**config.mk**
```make
export PLATFORM = sky130hd
export DESIGN_NAME = axistream_receiver_flat
export DESIGN_NICKNAME = d
export VERILOG_FILES = /design/src/rtl/fpgabpf_rx_pkg.sv /design/src/rtl/axistream_receiver_if.sv /design/src/rtl/rx_keep_bytecount.sv /design/src/rtl/axistream_receiver.sv /design/src/flat_wrapper.sv
export SDC_FILE = /design/constraint.sdc
export NUM_CORES = 1
export LEC_CHECK = 0
export BUFFER_PORTS_ARGS = -buffer_cell sky130_fd_sc_hd__buf_4
export CORE_MARGIN = 2
export CORE_UTILIZATION = 56
export CTS_CLUSTER_DIAMETER = 40
export DETAILED_ROUTE_END_ITERATION = 16
export PLACE_DENSITY = 0.85
export SYNTH_ARGS = -nofsm -noshare
export SYNTH_HDL_FRONTEND = slang
export SYNTH_SLANG_ARGS = --single-unit
```
**constraint.sdc**
```tcl
create_clock -name clk -period 5.15 [get_ports clk]
set_input_delay 0.515 -clock clk [delete_from_list [all_inputs] [get_ports clk]]
set_output_delay 0.515 -clock clk [all_outputs]
set_load 0.05 [all_outputs]
```
**src/rtl/fpgabpf_rx_pkg.sv**
```systemverilog
// Shared types and constants for the AXI-Stream packet receiver.
package fpgabpf_rx_pkg;

    localparam int unsigned BEAT_BYTES = 8;
    localparam int unsigned WORD_BYTES = 4;
    localparam int unsigned LEN_WIDTH  = 32;

    typedef enum logic [1:0] {
        IDLE = 2'd0,
        LO   = 2'd1,
        HI   = 2'd2,
        DONE = 2'd3
    } rx_state_e;

endpackage

```
**src/rtl/axistream_receiver_if.sv**
```systemverilog
// 64-bit AXI-Stream link into the receiver; TKEEP exists only with RX_TKEEP_EN.
interface axistream_receiver_if;

    logic [63:0] TDATA;
    logic        TVALID;
    logic        TREADY;
    logic        TLAST;
`ifdef RX_TKEEP_EN
    logic [7:0]  TKEEP;
`endif

`ifdef RX_TKEEP_EN
    modport master (output TDATA, output TVALID, output TLAST, output TKEEP, input TREADY);
    modport slave  (input TDATA, input TVALID, input TLAST, input TKEEP, output TREADY);
`else
    modport master (output TDATA, output TVALID, output TLAST, input TREADY);
    modport slave  (input TDATA, input TVALID, input TLAST, output TREADY);
`endif

endinterface

```
**src/rtl/rx_keep_bytecount.sv**
```systemverilog
// Combinational popcount of an 8-bit byte-enable mask.
module rx_keep_bytecount (
    input  logic [7:0] keep,
    output logic [3:0] byte_count_c
);

    always_comb begin
        byte_count_c = 4'd0;
        for (int i = 0; i < 8; i++) begin
            byte_count_c = byte_count_c + 4'(keep[i]);
        end
    end

endmodule

```
**src/rtl/axistream_receiver.sv**
```systemverilog
// AXI-Stream slave that splits 64-bit beats into 32-bit packet-memory writes.
// Optional feature macro: RX_TKEEP_EN (partial last beat via TKEEP).
module axistream_receiver
    import fpgabpf_rx_pkg::*;
#(
    parameter int unsigned ADDR_WIDTH = 10
) (
    input  logic                  clk,
    input  logic                  rst,
    axistream_receiver_if.slave   s_axis,
    output logic [ADDR_WIDTH-1:0] wr_addr,
    output logic [31:0]           wr_data,
    output logic                  wr_en,
    input  logic                  mem_ready,
    output logic                  done,
    output logic [LEN_WIDTH-1:0]  len,
    output logic                  overflow
);

    localparam int unsigned CNT_W = ADDR_WIDTH + 1;
    localparam logic [LEN_WIDTH-1:0] LEN_CAP = LEN_WIDTH'(WORD_BYTES) << ADDR_WIDTH;

    rx_state_e             state;
    logic                  tready_q;
    logic [CNT_W-1:0]      word_idx;
    logic [31:0]           hi_word;
    logic                  last_q;

    logic                  hs_c;
    logic                  full_c;
    logic                  skip_hi_c;
    logic [3:0]            beat_bytes_c;
    logic [LEN_WIDTH-1:0]  len_sum_c;
    logic [LEN_WIDTH-1:0]  len_next_c;

    assign s_axis.TREADY = tready_q;
    assign hs_c          = s_axis.TVALID & tready_q;
    // Top bit of the word index marks the memory as full; the index never wraps.
    assign full_c        = word_idx[ADDR_WIDTH];

`ifdef RX_TKEEP_EN
    logic [3:0] keep_count_c;

    rx_keep_bytecount u_keep (
        .keep         (s_axis.TKEEP),
        .byte_count_c (keep_count_c)
    );

    assign beat_bytes_c = s_axis.TLAST ? keep_count_c : 4'(BEAT_BYTES);
    assign skip_hi_c    = s_axis.TLAST && (s_axis.TKEEP[7:4] == 4'd0);
`else
    assign beat_bytes_c = 4'(BEAT_BYTES);
    assign skip_hi_c    = 1'b0;
`endif

    // Length saturates at the memory's byte capacity.
    always_comb begin
        len_sum_c  = len + LEN_WIDTH'(beat_bytes_c);
        len_next_c = (len_sum_c > LEN_CAP) ? LEN_CAP : len_sum_c;
    end

    always_ff @(posedge clk) begin
        if (rst) begin
            state    <= IDLE;
            tready_q <= 1'b0;
            word_idx <= '0;
            hi_word  <= 32'd0;
            last_q   <= 1'b0;
            wr_addr  <= '0;
            wr_data  <= 32'd0;
            wr_en    <= 1'b0;
            done     <= 1'b0;
            len      <= '0;
            overflow <= 1'b0;
        end else begin
            wr_en <= 1'b0;
            done  <= 1'b0;
            case (state)
                IDLE: begin
                    if (mem_ready) begin
                        state    <= LO;
                        tready_q <= 1'b1;
                        word_idx <= '0;
                        len      <= '0;
                        overflow <= 1'b0;
                    end
                end
                LO: begin
                    if (hs_c) begin
                        tready_q <= 1'b0;
                        hi_word  <= s_axis.TDATA[63:32];
                        last_q   <= s_axis.TLAST;
                        len      <= len_next_c;
                        if (!full_c) begin
                            wr_en    <= 1'b1;
                            wr_addr  <= word_idx[ADDR_WIDTH-1:0];
                            wr_data  <= s_axis.TDATA[31:0];
                            word_idx <= word_idx + CNT_W'(1);
                        end else begin
                            overflow <= 1'b1;
                        end
                        state <= skip_hi_c ? DONE : HI;
                    end
                end
                HI: begin
                    if (!full_c) begin
                        wr_en    <= 1'b1;
                        wr_addr  <= word_idx[ADDR_WIDTH-1:0];
                        wr_data  <= hi_word;
                        word_idx <= word_idx + CNT_W'(1);
                    end else begin
                        overflow <= 1'b1;
                    end
                    if (last_q) begin
                        state <= DONE;
                    end else begin
                        state    <= LO;
                        tready_q <= 1'b1;
                    end
                end
                DONE: begin
                    done  <= 1'b1;
                    state <= IDLE;
                end
                default: state <= IDLE;
            endcase
        end
    end

endmodule
```
**src/flat_wrapper.sv**
```systemverilog
// flat-port wrapper written by rule: the top's interface ports become plain ports
module axistream_receiver_flat import fpgabpf_rx_pkg::*;
#(
    parameter int unsigned ADDR_WIDTH = 10
)
  (clk, rst, wr_addr, wr_data, wr_en, mem_ready, done, len, overflow, s_axis_TDATA, s_axis_TVALID, s_axis_TLAST, s_axis_TREADY);
  axistream_receiver_if s_axis_i ();
  input  logic clk;
  input  logic rst;
  output logic [ADDR_WIDTH-1:0] wr_addr;
  output logic [31:0] wr_data;
  output logic wr_en;
  input  logic mem_ready;
  output logic done;
  output logic [LEN_WIDTH-1:0] len;
  output logic overflow;
  input wire logic [$bits(s_axis_i.TDATA)-1:0] s_axis_TDATA;
  input wire logic [$bits(s_axis_i.TVALID)-1:0] s_axis_TVALID;
  input wire logic [$bits(s_axis_i.TLAST)-1:0] s_axis_TLAST;
  output wire logic [$bits(s_axis_i.TREADY)-1:0] s_axis_TREADY;
  assign s_axis_i.TDATA = s_axis_TDATA;
  assign s_axis_i.TVALID = s_axis_TVALID;
  assign s_axis_i.TLAST = s_axis_TLAST;
  assign s_axis_TREADY = s_axis_i.TREADY;
  axistream_receiver #(.ADDR_WIDTH(ADDR_WIDTH)) u_core (.clk(clk), .rst(rst), .s_axis(s_axis_i), .wr_addr(wr_addr), .wr_data(wr_data), .wr_en(wr_en), .mem_ready(mem_ready), .done(done), .len(len), .overflow(overflow));
endmodule
```
==> results of run 1 <==
synthesized netlist by cell type (3+ instances only):
library cell	instances	share of area, %
a211oi_1	39	5.5
a21o_1	6	0.84
a21oi_1	52	4.9
a311oi_1	4	0.65
a31oi_1	10	1.2
and2_1	21	2.5
and3_1	5	0.58
and4_1	7	1.1
buf_1	6	0.42
buf_4	8	1.1
clkbuf_1	27	1.9
dfxtp_1	121	45
ha_1	8	1.9
inv_1	8	0.56
mux2i_1	42	7.9
nand2_1	86	6.0
nand2b_1	3	0.35
nand3_1	14	1.3
nand4_1	10	1.2
nor2_1	65	4.6
nor2b_1	3	0.35
nor3_1	15	1.4
nor4_1	4	0.47
o21ai_0	6	0.56
o21ai_1	3	0.28
or3_1	3	0.35
xnor2_1	4	0.65
xor2_1	7	1.1
metal layers:
layer	up-vias	share of wire, %	global-route usage (%)
met2	161	50	43.1
met5	-	0	0
met4	0	1.4	9.25
met1	2324	42	32.9
li1	2435	-	-
met3	17	6.6	5.87
worst register-to-register path, stage by stage (launching register included):
cell	delay [ps]
dfxtp_1	520
ha_1	300
nand3_1	210
nor4_1	700
a31oi_1	160
or4_1	590
or4b_4	650
o21ba_1	260
a21o_1	70
placed cells by master, fill, tap and decap left out, types with 6 or more instances in the layout:
| cell type | instances |
|---|---|
| clkbuf_16 | 16 |
| nor2_1 | 65 |
| nor3_1 | 15 |
| dfxtp_1 | 121 |
| nand3_1 | 14 |
| inv_1 | 8 |
| a21oi_1 | 52 |
| nand2_1 | 86 |
| mux2i_1 | 42 |
| and4_1 | 7 |
| o21ai_0 | 6 |
| a211oi_1 | 39 |
| nand4_1 | 10 |
| ha_1 | 7 |
| and2_1 | 21 |
| buf_4 | 147 |
| a31oi_1 | 10 |
| xor2_1 | 7 |
area by class of cell:
| cell class | instances | area [um^2] | share of cell area, % |
|---|---|---|---|
| inverter | 8 | 30.0 | 0.424 |
| multi-input combinational | 445 | 2710 | 38.3 |
| clock buffer | 21 | 459 | 6.49 |
| clock inverter | 11 | 193 | 2.72 |
| tap | 129 | 161 | 2.28 |
| timing repair buffer | 147 | 1100 | 15.6 |
| sequential | 121 | 2420 | 34.2 |
final timing paths:
path | startpoint | cells after the start | endpoint
min reg2reg | u_core.hi_word[10] | 2 | u_core.hi_word[10]
max | u_core.len[3] | 8 | u_core.len[9]
min | s_axis_TDATA[47] | 3 | u_core.hi_word[15]
max reg2reg | u_core.len[3] | 8 | u_core.len[9]
power breakdown:
group | internal [W] | switching, W
clock | 0.000873 | 0.000415
combinational | 0.000443 | 0.000929
sequential | 0.00107 | 0.0000758
stage by stage:
step	util [%]	setup WS [ps]	total power (W)
3_3_place_gp	69.5	1940	0.00250
2_1_floorplan	-	1760	0.00218
6_report	76.6	1650	0.00381
5_1_grt	76.6	1380	0.00400
4_1_cts	76.6	1670	0.00383
3_5_place_dp	69.5	1820	0.00253
flip-flops by register name, indices dropped and copies added (netlist names):
| register | cells |
|---|---|
| u_core.hi_word | 32 |
| u_core.overflow | 1 |
| u_core.done | 1 |
| u_core.s_axis.TREADY | 1 |
| u_core.wr_data | 32 |
| u_core.len | 29 |
| u_core.state | 2 |
| u_core.wr_en | 1 |
| u_core.wr_addr | 10 |
| u_core.word_idx | 11 |
| u_core.last_q | 1 |
cell families after synthesis:
kind of cell    after synthesis
compound gates              133
xor+xnor                     11
fa+ha+maj                     8
buf+inv                      51
flops                       121
mux                          43
other cells                   1
simple gates                247
==> results.ini, run 1 <==
[outcome]
outcome=finished clean

[clocking]
cts_setup_buffers=0
cts_buffers=17
cts.clk_slew.worst_paths_ps=60
cts_max_level=4
clk_latency_ps=500
cts-resized-gates=0
numClockSinks=121
clockRootBuffer=clkbuf_8
cts_max_path_buffers=2
cts_hold_buf=0
cts_tree=yes

[setup_path]
crit_slowest_cell=nor4_1
path_class=flop to flop
crit_family=simple AND/OR/NAND/NOR gates
cp_cell_sequence=ha_1 -> nand3_1 -> nor4_1 -> a31oi_1 -> or4_1 -> or4b_4 -> o21ba_1 -> a21o_1
slowest_delay_ps=700
r2r_setup_slack_ps=1650
timing.critical_path.arrival_ps=3950
crit_buf_inv=0
cp_max_fo=11
cp-start-kind=flop
crit_required_ps=5600
cp-end-kind=flop

[layout]
drive_above_1_share_pct=25.0
syn_to_final_growth_pct=32.3
fillers=644
final_cell_area_mm2=0.00708
antenna_cells=0
instances_no_fill=882
nNetsFinal=817

[floorplan]
core-area_mm2=0.00924
io_pins=147
initial_core_util_pct=57.9
die_h_um=102
fp-row-count=35
dieArea_mm2=0.0103
fp.dieW_um=102

[grt]
grt.overflow.total=0
antenna_found_initial=0
grtUsageTotal_pct=25.9
grt_pass1_vias=4620
grt_start_max_net_pins=91
grt_pass1_wl_um=21500

[placement]
placed_area_mm2=0.00642
portBuffers=143
dp_hpwl_um=8920
gp_congestion=0.857
placed_cells=850

[sta]
max_freq_mhz=286
hold_viol=0
hold_ws_ps=259
setup_violations=0
relSlewSlack_pct=25.6
slew_violations=0
fin_setup_tns_ps=0
min_period_over_period_pct=68.0
tightestPinTransition_ps=1120
period_minus_slack_ps=3500
grt_setup_unrepaired=false
clock-skew-final_ps=8.02

[worst_hold_path]
hold_class=input pin to flop

[synth]
synth_fa_ha_area_share_pct=1.87
synth_edf_count=0
yosys.area_share.simple_pct=22.9
synth_warnings=0
synth_compound_area_share_pct=15.7
synthXorXnorAreaFrac_pct=1.80
synth_top_family_by_area=simple AND/OR/NAND/NOR gates
netlist_instances=615
syn_avg_cell_area_um2=8.70
ys_ff_latch=121
synthFlopType=dfxtp_1
synth.area.mux_share_pct=8.07
syn_area_mm2=0.00535
yosys.cell_types.count=52
synthArstFlopShare_pct=0
ys_seq_area_share_pct=45.3

[detailed_routing]
drtAntennaViolNets=0
vias=4937
drc_errors=0
wl_per_cell_um=15.4
avgViaCountPerCell=5.60
drtIter0Drc=193
dr.pass1.iters=5
routed_wl_um=13500

[pwr]
ir_drop_mv=0.376
leakagePower_nw=2.93
powerDensity_mw_per_mm2=538

[flow_run]
drv_cap=0

Note: power is estimated with default switching activity, not from simulation.
==> inputs of run 2 (changes only) <==
CORE_UTILIZATION = 52   (was 56)
PLACE_DENSITY = 0.79   (was 0.85)
clock period = 3.3 ns   (was 5.15 ns; I/O delays follow)
==> results.ini, run 2 (same netlist as run 1, synthesis figures left out) <==
[outcome]
outcome=finished clean

[floorplan]
io_pins=147  ; unchanged
dieArea_mm2=0.0111  ; +7.4%
fp.dieW_um=105  ; +3.6%
initial_core_util_pct=52.8  ; -5.1 points
fp-row-count=37  ; +5.7%
core-area_mm2=0.0101  ; +9.7%
die_h_um=105  ; +3.6%

[sta]
tightestPinTransition_ps=683  ; -433 ps
max_freq_mhz=321  ; +12%
period_minus_slack_ps=3120  ; -384 ps
relSlewSlack_pct=54.3  ; +29 points
fin_setup_tns_ps=0  ; unchanged
hold_ws_ps=59.1  ; -200 ps
min_period_over_period_pct=94.5  ; +27 points
setup_violations=0  ; unchanged
grt_setup_unrepaired=false
hold_viol=0  ; unchanged
clock-skew-final_ps=10.9  ; +2.84 ps
slew_violations=0  ; unchanged

[layout]
antenna_cells=0  ; unchanged
layout_commonest_cell=buf_4
drive_above_1_share_pct=26.3  ; +1.3 points
top_regs=u_core.hi_word x32, u_core.wr_data x32, u_core.len x29
final_cell_area_mm2=0.00716  ; +1.2%
syn_to_final_growth_pct=33.9
nNetsFinal=826  ; +1.1%
fillers=789  ; +23%
final_cell_mix=155 x buf_4, 119 x dfxtp_1, 86 x nand2_1

[worst_hold_path]
hold_class=input pin to flop

[grt]
grt_pass1_vias=4631  ; +0.24%
grt_start_max_net_pins=52  ; -43%
grt.overflow.total=0  ; unchanged
antenna_found_initial=0  ; unchanged
grt_pass1_wl_um=22000  ; +2.4%
grtUsageTotal_pct=24.6  ; -1.3 points

[clocking]
cts_setup_buffers=0  ; unchanged
numClockSinks=121  ; unchanged
cts_buffers=17  ; unchanged
clockRootBuffer=clkbuf_8
cts_max_level=4  ; unchanged
cts.clk_slew.worst_paths_ps=60  ; about the same
clk_latency_ps=520  ; +20 ps
cts_max_path_buffers=2  ; unchanged
cts_tree=yes

[setup_path]
cp_cell_sequence=nand4_4 -> nor4_4 -> nand4_1 -> mux2_1 -> or4_1 -> or4b_4 -> o21ba_1 -> a21o_1
crit_family=simple AND/OR/NAND/NOR gates
path_class=flop to flop
crit_slowest_cell=or4b_4
timing.critical_path.arrival_ps=3580  ; -370 ps
crit_buf_inv=0  ; unchanged
slowest_delay_ps=650  ; -50 ps
cp-end-kind=flop
cp-start-kind=flop
cp_max_fo=11  ; unchanged
crit_required_ps=3760  ; -1840 ps

[placement]
placed_area_mm2=0.00652  ; +1.4%
gp_congestion=0.909  ; +6.1%
dp_hpwl_um=9250  ; +3.7%
portBuffers=143  ; unchanged

[pwr]
ir_drop_mv=0.575  ; +53%
powerDensity_mw_per_mm2=832  ; +55%
leakagePower_nw=2.97  ; +1.6%

[detailed_routing]
routed_wl_um=13400  ; -0.75%
drtIter0Drc=228  ; +18%
dr.pass1.iters=4  ; -1
vias=4891  ; -0.93%
wl_per_cell_um=15.0  ; -2.4%
drtAntennaViolNets=0  ; unchanged
drc_errors=0  ; unchanged
avgViaCountPerCell=5.45  ; -2.6%

[flow_run]
drv_cap=0  ; unchanged

run 2: final timing paths:
kind	cells after the start	slack, ps	from	end
hold / removal	3	60	s_axis_TDATA[43]	u_core.hi_word[11]
hold reg to reg	2	460	u_core.hi_word[1]	u_core.hi_word[1]
setup reg to reg	8	180	u_core.len[9]	u_core.len[9]
setup / recovery	8	180	u_core.len[9]	u_core.len[9]
run 2: repair_timing:
| action | in CTS | in global routing |
|---|---|---|
| resized for setup | 0 | 1 |
| hold endpoints to repair | 0 | 0 |
| setup endpoints to repair | 0 | 3 |
| hold buffers | 0 | 0 |
run 2: stage by stage:
| stage | total power [W] | worst slack, ps | util (%) | instances |
|---|---|---|---|---|
| floorplan | 0.00340 | 65.7 | - | 617 |
| global placement | 0.00397 | 245 | 64.3 | 866 |
| detailed placement | 0.00402 | 127 | 64.3 | 866 |
| CTS | 0.00601 | 92.9 | 70.6 | 897 |
| global route | 0.00627 | 26.3 | 70.6 | 897 |
| finish | 0.00596 | 181 | 70.6 | 897 |
run 2: worst reg2reg max path, cell delays in order (launching register included):
cell     delay (ps)
dfxtp_1         540
nand4_4         240
nor4_4          380
nand4_1         160
mux2_1          330
or4_1           420
or4b_4          650
o21ba_1         260
a21o_1           80
run 2: power by group:
part / internal [W] / total [W] / switching, W / leakage (nW)
registers: 0.00167 / 0.00179 / 0.000120 / 0.985
clock network: 0.00133 / 0.00197 / 0.000636 / 0.310
logic: 0.000737 / 0.00220 / 0.00146 / 1.68
total: 0.00374 / 0.00596 / 0.00221 / 2.97
run 2: layer usage:
metal	share of wire, %	GRT usage (%)	vias to the layer above
met5	0	0	-
met4	1.3	8.10	0
met3	6.9	7.67	12
met2	48	40.0	154
met1	44	31.1	2280
li1	-	-	2445
run 2: cell type report:
cell class | count | area (um^2) | share of cell area, %
multi-input combinational | 445 | 2710 | 37.9
sequential | 121 | 2420 | 33.9
timing repair buffer | 156 | 1180 | 16.5
clock buffer | 19 | 442 | 6.17
clock inverter | 12 | 198 | 2.76
tap | 136 | 170 | 2.38
inverter | 8 | 30.0 | 0.419
==> inputs of run 3 (changes only) <==
CELL_PAD_IN_SITES_DETAIL_PLACEMENT = 1   (was default)
CELL_PAD_IN_SITES_GLOBAL_PLACEMENT = 1   (was default)
CORE_UTILIZATION = 38   (was 52)
PLACE_DENSITY = default   (was 0.79)
PLACE_DENSITY_LB_ADDON = 0.1   (was default)
==> results.ini, run 3 (same netlist as run 1, synthesis figures left out) <==
[pwr]
leakagePower_nw=2.96  ; -0.38%
powerDensity_mw_per_mm2=820  ; -1.4%
total_power_w=0.00590  ; -1.0%
ir_drop_mv=0.517  ; -10%

[worst_hold_path]
hold_class=input pin to flop

[grt]
grt_pass1_vias=4989  ; +7.7%
grt_start_max_net_pins=65  ; +25%
grt.overflow.total=0  ; unchanged
antenna_found_initial=0  ; unchanged
grtUsageTotal_pct=20.9  ; -3.7 points
grt_pass1_wl_um=24700  ; +12%

[sta]
clock-skew-final_ps=5.77  ; -5.09 ps
min_period_over_period_pct=95.1  ; +0.57 points
setup_violations=0  ; unchanged
relSlewSlack_pct=52.1  ; -2.2 points
tightestPinTransition_ps=717  ; +33.6 ps
max_freq_mhz=319  ; -0.60%
hold_viol=0  ; unchanged
slew_violations=0  ; unchanged
fin_setup_tns_ps=0  ; unchanged
hold_ws_ps=165  ; +105 ps
period_minus_slack_ps=3140  ; +18.7 ps
grt_setup_unrepaired=false

[placement]
dp_hpwl_um=10500  ; +14%
placed_cells=912  ; +5.3%
portBuffers=143  ; unchanged
gp_congestion=0.860  ; -5.4%

[setup_path]
slowest_delay_ps=650  ; about the same
cp_cell_sequence=nand4_1 -> nor4_4 -> nand4_1 -> mux2_1 -> or4_1 -> or4b_4 -> nor3b_2 -> a21o_1
cp_max_fo=11  ; unchanged
path_class=flop to flop
crit_slowest_cell=or4b_4
crit_required_ps=3650  ; -110 ps
timing.critical_path.arrival_ps=3490  ; -90 ps
cp-end-kind=flop
cp-start-kind=flop
critPathMostFrequentCell=nand4_1

[detailed_routing]
wl_per_cell_um=16.5  ; +9.9%
drc_errors=0  ; unchanged
avgViaCountPerCell=5.29  ; -3.0%
drtAntennaViolNets=0  ; unchanged
drtIter0Drc=261  ; +14%
vias=4980  ; +1.8%
dr.pass1.iters=4  ; unchanged
routed_wl_um=15500  ; +15%

[clocking]
cts_max_level=4  ; unchanged
clk_latency_ps=410  ; -110 ps
cts-resized-gates=1  ; +1
cts_tree=yes
cts_setup_buffers=0  ; unchanged
clockRootBuffer=clkbuf_16
cts_buffers=17  ; unchanged
cts.clk_slew.worst_paths_ps=50  ; about the same
numClockSinks=121  ; unchanged
cts_hold_buf=0  ; unchanged
cts_max_path_buffers=2  ; unchanged

[layout]
final_cell_mix=157 x buf_4, 117 x dfxtp_1, 86 x nand2_1
drive_above_1_share_pct=26.4  ; +0.097 points
top_regs=u_core.hi_word x32, u_core.wr_data x32, u_core.len x29
fillers=1604  ; +100%
antenna_cells=0  ; unchanged
regArea_mm2=0.00243  ; +0.10%
syn_to_final_growth_pct=34.4
nNetsFinal=828  ; +0.24%
multi_input_area_mm2=0.00271  ; unchanged
instances_no_fill=942  ; +5.0%
layout_commonest_cell=buf_4

[floorplan]
die_h_um=123  ; +16%
core-area_mm2=0.0138  ; +36%
initial_core_util_pct=38.7  ; -14 points
fp.dieW_um=123  ; +16%
fp-row-count=43  ; +16%
dieArea_mm2=0.0150  ; +35%
io_pins=147  ; unchanged

[outcome]
outcome=finished clean

[flow_run]
drv_cap=0  ; unchanged

[run 3: changes by cell type in the layout (fill, tap and decap cells not counted)]
cell       change
buf_4          +2
dfxtp_1        -2
clkbuf_16      +1
dfxtp_2        +2
clkbuf_1       +2
bufinv_16      -2
clkinv_4       -2
[run 3: final cells by class]
| cell class | instances | share of cell area [%] |
|---|---|---|
| clock inverters | 8 | 1.67 |
| inverters | 8 | 0.418 |
| clock buffers | 22 | 6.60 |
| repair buffers | 158 | 16.7 |
| flip-flops and latches | 121 | 33.8 |
| well taps | 180 | 3.13 |
| multi-input cells | 445 | 37.7 |
[run 3: final timing paths]
| path | endpoint | from | slack, ps | cells past startpoint |
|---|---|---|---|---|
| worst max-delay path | u_core.len[5] | u_core.len[15] | 160 | 8 |
| worst min-delay path | u_core.hi_word[3] | s_axis_TDATA[35] | 160 | 3 |
| worst max register to register | u_core.len[5] | u_core.len[15] | 160 | 8 |
| worst min register to register | u_core.hi_word[1] | u_core.hi_word[1] | 460 | 2 |
[run 3: where the power goes]
group          switching (W)  total, W  internal [W]
Clock               0.000639   0.00187       0.00123
Combinational        0.00149   0.00223      0.000742
Sequential          0.000120   0.00179       0.00167
[run 3: stage by stage]
| stage | instance area [um^2] | util [%] | setup WS, ps |
|---|---|---|---|
| after floorplan | 5360 | - | 65.7 |
| after detailed placement | 6590 | 47.6 | 96.9 |
| after global placement | 6590 | 47.6 | 204 |
| after global routing | 7190 | 52.0 | 16.6 |
| after CTS | 7190 | 52.0 | 121 |
| final | 7190 | 52.0 | 163 |
[run 3: critical path, delay by kind of cell, from the launching register on]
kind            cells  cell delay, ps
compound gates      1             110
flops               1             440
mux                 1             370
simple gates        6            2150
[run 3: layer usage]
metal  track usage, %  part of all wire, %  vias to the layer above
met3             6.37                  6.2                       20
li1                 -                    -                     2438
met1             25.6                   44                     2398
met2             34.6                   48                      124
met5                0                    0                        -
met4             7.61                  1.6                        0
